## src/rtl/u_rec_gen2.sv

```systemverilog
`default_nettype none
// ============================================================================
//  Module   : u_rec_gen2
//  Purpose  : Parametrised oversampling UART receiver. Recovers frames of
//             DATA_BITS data bits (LSB first), optional parity and 1 or 2
//             stop bits, and hands each word to the host through a
//             valid/ready holding register together with framing and parity
//             flags. A frame that completes while the holding register is
//             still full is dropped and reported as an overrun pulse.
//  Ports    : sys_clk      - single clock, all logic on rising edge
//             sys_rst      - synchronous active-high reset
//             baud_tickH   - one-cycle enable at OVERSAMPLE x baud rate
//             uart_dataH   - asynchronous serial input, idle high
//             rec_dataH    - received word, stable while rec_validH=1
//             rec_validH   - holding register full
//             rec_readyH   - consumer accepts word on valid & ready
//             frame_errH   - stop bit(s) sampled low, qualified by valid
//             parity_errH  - parity mismatch, qualified by valid
//             overrun_errH - one-cycle pulse: completed frame dropped
//             busyH        - receiver FSM not idle
//  Revision : 1.0 - initial release
// ============================================================================
module u_rec_gen2 #(
    parameter int DATA_BITS  = 8,
    parameter int OVERSAMPLE = 16,
    parameter int PARITY_EN  = 0,
    parameter int PARITY_ODD = 0,
    parameter int STOP_BITS  = 1
) (
    input  logic                 sys_clk,
    input  logic                 sys_rst,
    input  logic                 baud_tickH,
    input  logic                 uart_dataH,
    output logic [DATA_BITS-1:0] rec_dataH,
    output logic                 rec_validH,
    input  logic                 rec_readyH,
    output logic                 frame_errH,
    output logic                 parity_errH,
    output logic                 overrun_errH,
    output logic                 busyH
);

    localparam int TW = $clog2(OVERSAMPLE);

    // Tick counter compare points: half a bit for the start-bit centre,
    // a full bit for every subsequent mid-bit sample.
    localparam logic [TW-1:0] T_MID  = TW'(OVERSAMPLE / 2 - 1);
    localparam logic [TW-1:0] T_FULL = TW'(OVERSAMPLE - 1);
    localparam logic [3:0]    B_LAST = 4'(DATA_BITS - 1);
    localparam logic          S_LAST = 1'(STOP_BITS - 1);
    localparam logic          P_ODD  = 1'(PARITY_ODD);

    typedef enum logic [2:0] {
        R_IDLE   = 3'd0,
        R_START  = 3'd1,
        R_DATA   = 3'd2,
        R_PARITY = 3'd3,
        R_STOP   = 3'd4,
        R_BREAK  = 3'd5
    } state_t;

    state_t                 state_q;
    logic                   sync1_q;
    logic                   line_s_q;
    logic [TW-1:0]          tcnt_q;
    logic [3:0]             bit_cnt_q;
    logic                   stop_cnt_q;
    logic [DATA_BITS-1:0]   shift_q;
    logic                   ferr_q;
    logic                   perr_q;

    logic [DATA_BITS-1:0]   data_q;
    logic                   valid_q;
    logic                   frame_err_q;
    logic                   parity_err_q;
    logic                   overrun_q;

    logic                   frame_done_d;
    logic                   frame_ferr_d;

    // ------------------------------------------------------------------
    // Two-flop synchroniser; resets to the idle (high) line level so a
    // reset never looks like a start edge.
    // ------------------------------------------------------------------
    always_ff @(posedge sys_clk) begin
        if (sys_rst) begin
            sync1_q  <= 1'b1;
            line_s_q <= 1'b1;
        end else begin
            sync1_q  <= uart_dataH;
            line_s_q <= sync1_q;
        end
    end

    // The last stop sample completes the frame; its framing status must
    // include the sample taken on this very tick.
    always_comb begin
        frame_done_d = baud_tickH && (state_q == R_STOP) &&
                       (tcnt_q == T_FULL) && (stop_cnt_q == S_LAST);
        frame_ferr_d = ferr_q | ~line_s_q;
    end

    // ------------------------------------------------------------------
    // Receive FSM. Everything advances only on baud ticks. The tick
    // counter is cleared on every state change and after each mid-bit
    // sample, so it never rolls over by itself.
    // ------------------------------------------------------------------
    always_ff @(posedge sys_clk) begin
        if (sys_rst) begin
            state_q    <= R_IDLE;
            tcnt_q     <= '0;
            bit_cnt_q  <= '0;
            stop_cnt_q <= 1'b0;
            shift_q    <= '0;
            ferr_q     <= 1'b0;
            perr_q     <= 1'b0;
        end else if (baud_tickH) begin
            case (state_q)
                R_IDLE: begin
                    if (!line_s_q) begin
                        state_q    <= R_START;
                        tcnt_q     <= '0;
                        bit_cnt_q  <= '0;
                        stop_cnt_q <= 1'b0;
                        ferr_q     <= 1'b0;
                        perr_q     <= 1'b0;
                    end
                end
                R_START: begin
                    if (tcnt_q == T_MID) begin
                        tcnt_q  <= '0;
                        // A start bit that is high again at its centre was noise.
                        state_q <= line_s_q ? R_IDLE : R_DATA;
                    end else begin
                        tcnt_q <= tcnt_q + 1'b1;
                    end
                end
                R_DATA: begin
                    if (tcnt_q == T_FULL) begin
                        tcnt_q  <= '0;
                        // LSB arrives first, so shifting in at the MSB end
                        // leaves the word right-aligned after DATA_BITS samples.
                        shift_q <= {line_s_q, shift_q[DATA_BITS-1:1]};
                        if (bit_cnt_q == B_LAST) begin
                            bit_cnt_q <= '0;
                            state_q   <= (PARITY_EN != 0) ? R_PARITY : R_STOP;
                        end else begin
                            bit_cnt_q <= bit_cnt_q + 1'b1;
                        end
                    end else begin
                        tcnt_q <= tcnt_q + 1'b1;
                    end
                end
                R_PARITY: begin
                    if (tcnt_q == T_FULL) begin
                        tcnt_q  <= '0;
                        perr_q  <= (^shift_q) ^ line_s_q ^ P_ODD;
                        state_q <= R_STOP;
                    end else begin
                        tcnt_q <= tcnt_q + 1'b1;
                    end
                end
                R_STOP: begin
                    if (tcnt_q == T_FULL) begin
                        tcnt_q <= '0;
                        if (stop_cnt_q == S_LAST) begin
                            stop_cnt_q <= 1'b0;
                            ferr_q     <= frame_ferr_d;
                            // A low stop bit may be a break: wait for the line
                            // to go high before hunting for a new start edge.
                            state_q    <= frame_ferr_d ? R_BREAK : R_IDLE;
                        end else begin
                            stop_cnt_q <= 1'b1;
                            ferr_q     <= frame_ferr_d;
                        end
                    end else begin
                        tcnt_q <= tcnt_q + 1'b1;
                    end
                end
                R_BREAK: begin
                    if (line_s_q) begin
                        state_q <= R_IDLE;
                        tcnt_q  <= '0;
                    end
                end
                default: begin
                    state_q <= R_IDLE;
                    tcnt_q  <= '0;
                end
            endcase
        end
    end

    // ------------------------------------------------------------------
    // Holding register. A completing frame is accepted if the register is
    // empty or is being emptied in the same cycle; otherwise it is dropped
    // and the old word and its flags are left untouched.
    // ------------------------------------------------------------------
    always_ff @(posedge sys_clk) begin
        if (sys_rst) begin
            data_q       <= '0;
            valid_q      <= 1'b0;
            frame_err_q  <= 1'b0;
            parity_err_q <= 1'b0;
            overrun_q    <= 1'b0;
        end else begin
            overrun_q <= 1'b0;
            if (frame_done_d) begin
                if (!valid_q || rec_readyH) begin
                    data_q       <= shift_q;
                    frame_err_q  <= frame_ferr_d;
                    parity_err_q <= perr_q;
                    valid_q      <= 1'b1;
                end else begin
                    overrun_q <= 1'b1;
                end
            end else if (valid_q && rec_readyH) begin
                valid_q <= 1'b0;
            end
        end
    end

    assign rec_dataH    = data_q;
    assign rec_validH   = valid_q;
    assign frame_errH   = frame_err_q;
    assign parity_errH  = parity_err_q;
    assign overrun_errH = overrun_q;
    assign busyH        = (state_q != R_IDLE);

endmodule
`default_nettype wire

```

## config.mk

```make
export PLATFORM = sky130hd
export DESIGN_NAME = u_rec_gen2
export DESIGN_NICKNAME = d
export VERILOG_FILES = /design/src/rtl/u_rec_gen2.sv
export SDC_FILE = /design/constraint.sdc
export NUM_CORES = 1
export LEC_CHECK = 0
export CAP_MARGIN = 15
export CORE_ASPECT_RATIO = 1.75
export CORE_MARGIN = 2
export CORE_UTILIZATION = 55
export DETAILED_ROUTE_END_ITERATION = 16
export GPL_TIMING_DRIVEN = 0
export PLACE_DENSITY = 0.76
export SLEW_MARGIN = 10
export SYNTH_ARGS = -nofsm -noshare
export SYNTH_HDL_FRONTEND = slang
export SYNTH_SLANG_ARGS = --single-unit
```

## constraint.sdc

```tcl
create_clock -name sys_clk -period 2.3 [get_ports sys_clk]
set_input_delay 0.69 -clock sys_clk [delete_from_list [all_inputs] [get_ports sys_clk]]
set_output_delay 0.69 -clock sys_clk [all_outputs]
set_load 0.01 [all_outputs]
```

* Word level (Yosys, flattened, before mapping) *
Cells that the tools add are included.

word-level totals
  bits in registers = 36
  input bits = 5
  word-level logic and storage cells = 92

operators by class
  add/subtract/negate cells = 2
  equal/unequal tests = 17
  muxes and demuxes = 31
  bitwise logic cells = 5
  reduce and logical (&&, ||, !) cells = 23

operators by type and width
  kind                                                                      number
  3-bit 2-to-1 mux                                                          9
  4-bit 2-to-1 mux                                                          6
  3-bit case mux with 6 select lines                                        1
  4-bit case mux with 4 select lines                                        1
  2-bit inequality test (second input constant)                             7
  4-bit AND reduction                                                       3
  1-bit 2-to-1 mux                                                          9
  9-bit AND reduction                                                       1
  4-bit by 1-bit adder with 4-bit output (second input constant)            2
  4-bit by 3-bit == test with 1-bit output (second input constant)          2
  4-bit case mux with 2 select lines                                        1
  2-bit nonzero test                                                        4
  8-bit XOR reduction                                                       1
  3-bit by 2-bit == test with 1-bit output (second input constant)          2
  3-bit == test (second input constant)                                     2
  1-bit case mux with 2 select lines                                        3
  3-bit AND reduction                                                       2
  4-bit == test (second input constant)                                     1
  1-bit logical AND                                                         4
  2-bit by 1-bit inequality test with 1-bit output (second input constant)  2
  2-bit AND reduction                                                       2
  3-bit by 1-bit == test with 1-bit output (second input constant)          1
  3-bit zero test                                                           1
  1-bit NOT                                                                 3
  other kinds (8)                                                           8

* Logic depth before layout (Yosys ltp) *
Gate-level depths: netlist of run 1.

  depth in word-level cells = 6
  gate-level depth with buffers = 6
  gate-level depth less buffers = 6

* Worst setup path after synthesis of run 1 *
OpenSTA, ideal clock, no wires.

  path kind = reg-to-reg
  start point = register tcnt_q[0]
  end point = register tcnt_q[3]
  setup time = 0.074 ns
  data arrival time = 1.762 ns
  slack = 0.463 ns
  stages on the path, launching flop included = 7
  cell sequence = dfxtp_1 -> ha_1 -> nand3_1 -> nand2b_1 -> a221o_1 -> or4_1 -> a31oi_1

on the way
  cells in the longest elaborated chain, start to end = 3
  elaborated cells between the ends (all ways) = 6

RTL lines
  item                                                                  line  source
  from (decl)                                                           65    logic [TW-1:0] tcnt_q;
  from (signal assigned)                                                135   tcnt_q <= tcnt_q + 1'b1;
  from (signal assigned)                                                151   tcnt_q <= tcnt_q + 1'b1;
  from (signal assigned)                                                160   tcnt_q <= tcnt_q + 1'b1;
  4-bit by 1-bit adder with 4-bit output, or another cell as far along  n/a
  4-bit 2-to-1 mux (on tied branches)                                   n/a
  4-bit case mux with 4 select lines (*)                                118   case (state_q)

Mark *: on every way between the ends. The rest lies on a longest branch, timed or not.
A chain may end at the register's enable or synchronous reset.

* Worst setup path in the final report of run 1 *
  start point = register state_q[1]
  end point = output port busyH

on the way
  cells in the longest elaborated chain, start to end = 1

RTL lines
  item                    line  source
  from (decl)             62    state_t state_q;
  from (signal assigned)  133   state_q <= line_s_q ? R_IDLE : R_DATA;
  from (signal assigned)  146   state_q <= (PARITY_EN != 0) ? R_PARITY : R_STOP;
  from (signal assigned)  171   state_q <= frame_ferr_d ? R_BREAK : R_IDLE;
  3-bit nonzero test      228   assign busyH = (state_q != R_IDLE);
  to (decl)               40    output logic busyH

Every way passes these cells.

==> flow_summary.ini, run 1 <==
[clock_network]
clock_sink_count = 35
clk_path_buf_depth = 2
cts_inserted_buffers = 5
clk_latency_ps = 290
cts_tree = yes
clk_pin_slew_ps = 70
cts-root-buf = clkbuf_8
h-tree-depth = 2

[floorplan]
coreArea_mm2 = 0.00286
die_y_um = 75.9
die_w_um = 45.1
dieArea_mm2 = 0.00342
start_util_pct = 56.8
rows = 26
io_pins = 18

[final_layout]
fillers = 250
layout.nets = 212
fin_util_pct = 67.4
drive_above_1_share_pct = 8.25
syn_to_final_growth_pct = 18.8
n_antenna_cell = 0

[global_route]
grt_pass1_vias = 1336
grt_first_pass_wirelength_um = 5960
gr-total-overflow = 0
grt_max_degree = 16
grt_usage_pct = 23.2
antenna_found_initial = 0

[power]
power.leakage_nw = 0.752
ir_drop_uv = 488
power_w = 0.00116
power_per_cell_area_mw_per_mm2 = 601

[critical_path]
critPathSlowestCell = dfxtp_1
cp_data_arrival_time_ps = 1480
critPathKind = flip-flop to output pin
max_stage_delay_ps = 450
worstSetupEndpointType = output pin
worst_setup_path_start_kind = flip-flop
r2r_cells = 6
cp_max_fo = 15
worstPathRequired_ps = 1610
path_cells = or3_1 > dlygate4sd2_1

[drt]
remaining_drc_errors = 0
drt-initial-drc-count = 41
num_vias = 1403
vias_per_cell = 6.00
avgRoutedWirePerCell_um = 15.2
drt-total-wl_um = 3560
firstDrtPassIters = 4
drt.antenna.violating_nets = 0

[timing]
finalMaxSlewViolations = 0
clock.fmax_ghz = 0.461
min_period_over_period_pct = 94.4
finClkSkew_ps = 8.19
hold_violations = 0
rsz0062_at_grt = no
worst_slew_pin_slew_ps = 534
period_minus_slack_ps = 2170
setup_violations = 0
slew_headroom_pct = 64.3
fin_ws_ps = 130

[yosys]
synth-edff-count = 0
ys_warn_count = 0
synth_top_area_cell = dfxtp_1
synthTopCellsByArea = dfxtp_1 43%, mux2i_1 10%, nor2_1 6.9%
synthArstFlopShare_pct = 0
netlist_area_mm2 = 0.00163
yosys.area.top_type_share_pct = 43.1
ys_ff_latch = 35
ys_types = 41
syn_avg_cell_area_um2 = 8.93
synth_nets = 189
ys_seq_area_share_pct = 43.1
yosys_most_used_dff = dfxtp_1
syn_inst = 182

[worst_hold_path]
hold_depth = 1
hp-class = flip-flop to flip-flop

[place]
gp_congestion = 0.892
place_hpwl_um = 2630
pre_cts_ws_ps = -216
portBuffers = 16

[job]
maxCapViolCount = 0

[run_status]
status = completed
[kinds of logic after synthesis]
logic type / count (synthesis) / synth area share, %
and+or+nand+nor: 74 / 23.4
xor gates and xnor gates: 8 / 4.31
muxes: 17 / 10.5
DFF: 35 / 43.1
adders and majority gates: 2 / 1.54
AOI/OAI and AO/OA: 31 / 13.1
buffers and inverters: 15 / 4.08
[worst max-delay path, delay by kind of cell, from the launching register on]
family / cells / cell delay, ps
buffers and inverters: 1 / 290
and+or+nand+nor: 1 / 440
DFF: 1 / 450
[state kept, by name, summed over array words and instances, names as in the netlist, 3 cells and up]
register / count
rec_dataH: 8
shift_q: 8
bit_cnt_q: 4
tcnt_q: 4
state_q: 3
[Yosys cell counts, drive strengths merged, types with 4 or more instances]
cell and number:
inv 5, nand2b 5, nand3 7, clkbuf 6, nor2 30, a21oi 9, nand2 9, o21ai 4
o31ai 4, mux2i 17, xnor2 7, dfxtp 35, buf 4
[path summary, 6_finish.rpt]
path	startpoint	to	slack (ps)
min	sync1_q	line_s_q	440
max	state_q[1]	busyH	130
max reg2reg	tcnt_q[0]	tcnt_q[3]	260
min reg2reg	sync1_q	line_s_q	440
[metrics by stage]
stage / hold slack, ps / cell area (um2) / setup TNS, ps / cells
after floorplan: 389 / 1630 / 0 / 182
after global placement: 403 / 1820 / -1990 / 226
after detailed placement: 418 / 1820 / -2410 / 226
after CTS: 433 / 1920 / 0 / 232
after global routing: 468 / 1930 / 0 / 234
final: 436 / 1930 / 0 / 234
[layout by cell type, fill, tap and decap left out, drive strengths merged]
master,synthesis,layout
and4,3,3
nor2b,3,3
nor4,1,1
nor2,30,30
nor3,3,3
a311oi,1,1
dlygate4sd2,0,1
or3b,1,1
or2,2,2
a21oi,9,9
nand2b,5,5
nand3b,2,2
a221oi,1,1
or3,3,3
o31a,1,1
xor2,1,1
xnor2,7,7
o31ai,4,4
mux2i,17,17
buf,4,6
a311o,1,1
nand2,9,9
dfxtp,35,35
ha,2,2
o211ai,2,2
clkbuf,6,12
nand4,2,2
o311ai,1,1
clkdlybuf4s50,0,15
o21a,1,1
inv,5,5
o32ai,1,1
or4,2,2
o21ai,4,4
a221o,1,1
and2b,1,1
a211oi,1,1
nand3,7,7
a31oi,2,2
a41o,1,1
[layout make-up]
type	instances	area, um2	share of cell area [%]
clock buffer	8	100	5.18
timing repair buffer	18	174	9.01
multi-input combinational	132	858	44.5
inverter	5	18.8	0.972
buffer	8	43.8	2.27
tap	28	35.0	1.81
sequential	35	701	36.3
[metal layers]
metal  global-route usage, %  vias up  share of wire [%]
met3                    5.00       12                4.2
met1                    26.1      664                 39
met4                    12.9        0                2.7
li1                        -      690                  -
met2                    38.3       37                 54
met5                       0        -                  0
[where the power goes]
part	total (W)	internal [W]	switching [W]
combinational	0.0000632	0.0000222	0.0000411
clock	0.000484	0.000273	0.000211
sequential	0.000612	0.000609	0.00000298
total	0.00116	0.000904	0.000255
[timing repair]
| item | 4_1_cts | 5_1_grt |
|---|---|---|
| endpoints found under the setup margin | 1 | 7 |
| resized for setup | 3 | 0 |
| pin swaps | 0 | 1 |
| setup buffers | 0 | 2 |
| hold buffers | 0 | 0 |
(Power assumes the default switching activity.)
==> run 2: changes to the inputs <==
- CORE_ASPECT_RATIO: 1.75 -> default
==> run 2 against run 1 <==
Final cell count increased by 0.43%. Hold slack worse by 12 ps. Utilization barely moved. Non-clock buffer count shrank 2. Global-route usage decreased by 1.0 points. Critical path type unchanged. Final area is 2.9% lower.
==> flow_summary.ini, run 2 (synthesis results as in run 1) <==
[global_route]
antenna_found_initial = 0
grt_usage_pct = 22.2
grt_first_pass_wirelength_um = 5620
groute.layer.met1.usage_pct = 28.2
gr-total-overflow = 0
grt_busiest_layer = met2
use_met3_pct = 6.59
grt_pass1_vias = 1258
grt_use_met2_pct = 34.2
grt_max_degree = 16

[critical_path]
cp_data_arrival_time_ps = 1500
rrSetupSlack_ps = 280
worst-path-buf-inv = 1
crit_path_end = busyH
worst_setup_path_start_kind = flip-flop
critPathKind = flip-flop to output pin
cp_max_fo = 15
cp_top_family = flip-flops
worstPathRequired_ps = 1610
critPathSlowestCell = dfxtp_1
setup.worst_path.start = state_q[2]
r2r_cells = 6
worstSetupEndpointType = output pin
path_cells = or3_1 > dlygate4sd2_1
r2r_start = tcnt_q[0]
reg2reg_to = tcnt_q[3]
max_stage_delay_ps = 460
crit_cells = 2

[floorplan]
die_y_um = 58.4
die_w_um = 58.4
start_util_pct = 58.4
rows = 19
io_pins = 18
dieArea_mm2 = 0.00341
coreArea_mm2 = 0.00278

[timing]
slew_headroom_pct = 64.8
hold_violations = 0
finalMaxSlewViolations = 0
worst_slew_pin_slew_ps = 525
clock.fmax_ghz = 0.457
finClkSkew_ps = 11.8
period_minus_slack_ps = 2190
rsz0062_at_grt = no
hold_slack_ps = 424
setup_violations = 0
min_period_over_period_pct = 95.2

[drt]
firstDrtPassIters = 4
vias_per_cell = 5.82
avgRoutedWirePerCell_um = 14.4
num_vias = 1368
drt.antenna.violating_nets = 0
remaining_drc_errors = 0
drt-initial-drc-count = 30
drt-total-wl_um = 3390

[clock_network]
cts_inserted_buffers = 5
post_cts_resized = 2
ctsHoldBuffers = 0
h-tree-depth = 2
clock_sink_count = 35
clk_latency_ps = 350
postCtsSetupRepairBufs = 0
clk_path_buf_depth = 2
clk_pin_slew_ps = 100
cts_tree = yes
cts-root-buf = clkbuf_4

[power]
ir_drop_uv = 446
power_per_cell_area_mw_per_mm2 = 534
power.leakage_nw = 0.719

[final_layout]
n_antenna_cell = 0
multi_input_area_um2 = 858
mostFrequentLayoutCell = dfxtp_1
layout_common_cells = 33 x dfxtp_1, 30 x nor2_1, 17 x mux2i_1, 15 x clkdlybuf4s50_1
layout.nets = 210
syn_to_final_growth_pct = 15.4
seqCellArea_um2 = 703
finalNonFillerCells = 235
drive_above_1_share_pct = 8.33
fillers = 227

[place]
gp_congestion = 0.870
portBuffers = 16
place_hpwl_um = 2480
placed_cells = 229

[run_status]
status = completed

[worst_hold_path]
hp-class = flip-flop to flip-flop
min-delay-start = sync1_q

[job]
maxCapViolCount = 0
run 2: where the power goes:
part | leakage (nW) | internal, W | switching (W)
Sequential | 0.283 | 0.000609 | 0.00000263
Combinational | 0.407 | 0.0000222 | 0.0000394
Clock | 0.0282 | 0.000118 | 0.000211
run 2: worst min path at each step:
stage | end | slack [ps] | cells past startpoint
6_report | line_s_q | 420 | 1
5_1_grt | line_s_q | 460 | 1
4_1_cts | line_s_q | 430 | 1
3_5_place_dp | line_s_q | 400 | 1
3_3_place_gp | line_s_q | 390 | 1
2_1_floorplan | line_s_q | 390 | 1
run 2: routing by layer:
| metal | vias to the layer above | share of wire [%] |
|---|---|---|
| met5 | - | 0 |
| met4 | 0 | 1.8 |
| met3 | 9 | 5.2 |
| met2 | 42 | 46 |
| met1 | 630 | 47 |
| li1 | 687 | - |
run 2: layout make-up:
type,instances,area share (%)
plain buffers,8,2.33
flip-flops and latches,35,37.5
repair buffers,16,8.47
clock inverters,2,0.667
inverters,5,1.00
well taps,31,2.07
clock buffers,6,2.20
multi-input cells,132,45.8
run 2: metrics by stage:
stage / area, um2 / total power, W / setup WS (ps) / setup TNS [ps] / utilization [%]
floorplan: 1630 / 0.000665 / 463 / 0 / -
global placement: 1820 / 0.000684 / -142 / -1130 / 65.6
detailed placement: 1820 / 0.000686 / -182 / -1620 / 65.6
CTS: 1870 / 0.00101 / 61.4 / 0 / 67.3
global route: 1880 / 0.00105 / 10.5 / 0 / 67.4
finish: 1880 / 0.00100 / 111 / 0 / 67.4
run 2: worst reg2reg max path, cell delays in order (launching register included):
cell	delay [ps]
dfxtp_1	350
ha_1	280
nand3_1	130
nand2b_1	80
a221o_1	430
or4_1	520
a31oi_1	160
==> run 3: changes to the inputs <==
- CELL_PAD_IN_SITES_DETAIL_PLACEMENT: default -> 1
- CELL_PAD_IN_SITES_GLOBAL_PLACEMENT: default -> 2
- CORE_UTILIZATION: 55 -> 34
- CTS_CLUSTER_SIZE: default -> 16
==> run 3 against run 2 <==
Global-route usage decreased by 6.3 points. Count of clock-buffer cells in the layout unchanged. Flip-flop and latch count unchanged. Worst setup slack improved by 13 ps. Highest routed layer unchanged. Register-to-register slack about the same. Final cell count increased by 9.8%. Final area increased by 4.2%. Clock power increased by 36%. Die area increased by 57%. Sequential power about the same.
==> flow_summary.ini, run 3 (synthesis results as in run 1) <==
[run_status]
status = completed

[floorplan]
dieArea_mm2 = 0.00535
start_util_pct = 34.9
die_y_um = 73.1
coreArea_mm2 = 0.00466
die_w_um = 73.1
rows = 25
io_pins = 18

[global_route]
gr-total-overflow = 0
groute.layer.met1.usage_pct = 18.4
grt_busiest_layer = met2
grt_max_degree = 16
use_met3_pct = 4.56
grt_pass1_vias = 1378
grt_use_met2_pct = 28.0
grt_usage_pct = 15.9
antenna_found_initial = 0
grt_first_pass_wirelength_um = 6470

[timing]
hold_violations = 0
rsz0062_at_grt = no
min_period_over_period_pct = 94.6
clock.fmax_ghz = 0.459
finClkSkew_ps = 4.40
setup-tns-final_ps = 0
setup_violations = 0
worst_slew_pin_slew_ps = 552
slew_headroom_pct = 63.1
period_minus_slack_ps = 2180
finalMaxSlewViolations = 0

[power]
power_per_cell_area_mw_per_mm2 = 573
seqPwrFrac_pct = 54.6
p_sw_w = 0.000254
p_comb_share_pct = 5.6
power.leakage_nw = 0.745
swShare_pct = 22.7
intPower_w = 0.000865
clkPwrFrac_pct = 39.8
ir_drop_uv = 251

[drt]
vias_per_cell = 5.26
avgRoutedWirePerCell_um = 14.8
drt-total-wl_um = 3810
drt.antenna.violating_nets = 0
drt-initial-drc-count = 37
num_vias = 1357
remaining_drc_errors = 0
firstDrtPassIters = 6

[worst_hold_path]
hold_end = line_s_q
hold_depth = 1
min-delay-start = sync1_q
hp-class = flip-flop to flip-flop

[critical_path]
critPathSlowestCell = dfxtp_1
r2r_cells = 6
cp_top_family = buffers and inverters
critPathKind = flip-flop to output pin
max_stage_delay_ps = 350
worstPathRequired_ps = 1610
worst-path-buf-inv = 2
cp_data_arrival_time_ps = 1490
worstSetupEndpointType = output pin
path_cells = buf_2 > or3_1 > dlygate4sd2_1
rrSetupSlack_ps = 280
worst_setup_path_start_kind = flip-flop
cp_max_fo = 10
r2r_start = tcnt_q[0]
reg2reg_to = tcnt_q[3]

[clock_network]
clk_path_buf_depth = 2
clk_pin_slew_ps = 70
cts_tree = yes
ctsHoldBuffers = 0
clk_latency_ps = 280
h-tree-depth = 2
cts_inserted_buffers = 5
clock_sink_count = 35
cts-root-buf = clkbuf_8

[place]
gp_congestion = 0.822
place_hpwl_um = 2850
portBuffers = 16

[final_layout]
layout_common_cells = 34 x dfxtp_1, 30 x nor2_1, 17 x mux2i_1, 15 x clkdlybuf4s50_1
syn_to_final_growth_pct = 20.2
n_antenna_cell = 0
seqCellArea_um2 = 702
fin_util_pct = 41.9
multi_input_area_um2 = 858
layout.nets = 211
drive_above_1_share_pct = 8.33
mostFrequentLayoutCell = dfxtp_1
fillers = 547

[job]
maxCapViolCount = 0
[run 3: changes by cell type in the layout (fill, tap and decap cells not counted)]
cell        delta
buf_12         +1
buf_2          +1
buf_4          -1
clkbuf_1       -1
clkbuf_4       -5
clkbuf_8       +6
clkinvlp_4     -1
dfxtp_1        +1
dfxtp_2        -1
[run 3: layout make-up]
| class | count | area share (%) |
|---|---|---|
| timing repair buffer | 17 | 9.15 |
| inverter | 5 | 0.960 |
| multi-input combinational | 132 | 43.9 |
| buffer | 8 | 2.11 |
| clock inverter | 1 | 0.256 |
| clock buffer | 6 | 4.23 |
| tap | 54 | 3.46 |
| sequential | 35 | 35.9 |
[run 3: worst max path at each step]
stage / start / end / depth (start not counted)
2_1_floorplan: tcnt_q[0] / tcnt_q[3] / 6
3_3_place_gp: baud_tickH / shift_q[1] / 5
3_5_place_dp: baud_tickH / shift_q[1] / 5
4_1_cts: baud_tickH / shift_q[1] / 5
5_1_grt: state_q[0] / busyH / 3
6_report: state_q[0] / busyH / 3
[run 3: power groups by stage]
stage	clock network [W]	registers, W	logic, W
2_1_floorplan	0	0.000625	0.0000401
3_3_place_gp	0	0.000625	0.0000621
3_5_place_dp	0	0.000625	0.0000634
4_1_cts	0.000464	0.000611	0.0000629
5_1_grt	0.000497	0.000612	0.0000693
6_report	0.000446	0.000612	0.0000625
[run 3: timing repair]
item | CTS | global route
setup endpoints to repair | 1 | 8
setup buffers | 0 | 1
pin swaps | 0 | 1
resized for setup | 3 | 0
[run 3: routing by layer]
layer | vias to the layer above | routed length, um
met3 | 6 | 105
met5 | - | 0
met2 | 19 | 1970
met4 | 0 | 53
met1 | 647 | 1680
li1 | 685 | -
[run 3: metrics by stage]
step	power [W]	setup WS, ps	area [um2]	cells	hold WS (ps)
after CTS	0.00114	42.2	1930	257	429
after global placement	0.000687	-259	1850	252	400
after global routing	0.00118	41.4	1950	258	444
after detailed placement	0.000689	-255	1850	252	408
final	0.00112	123	1950	258	426
after floorplan	0.000665	463	1630	182	389
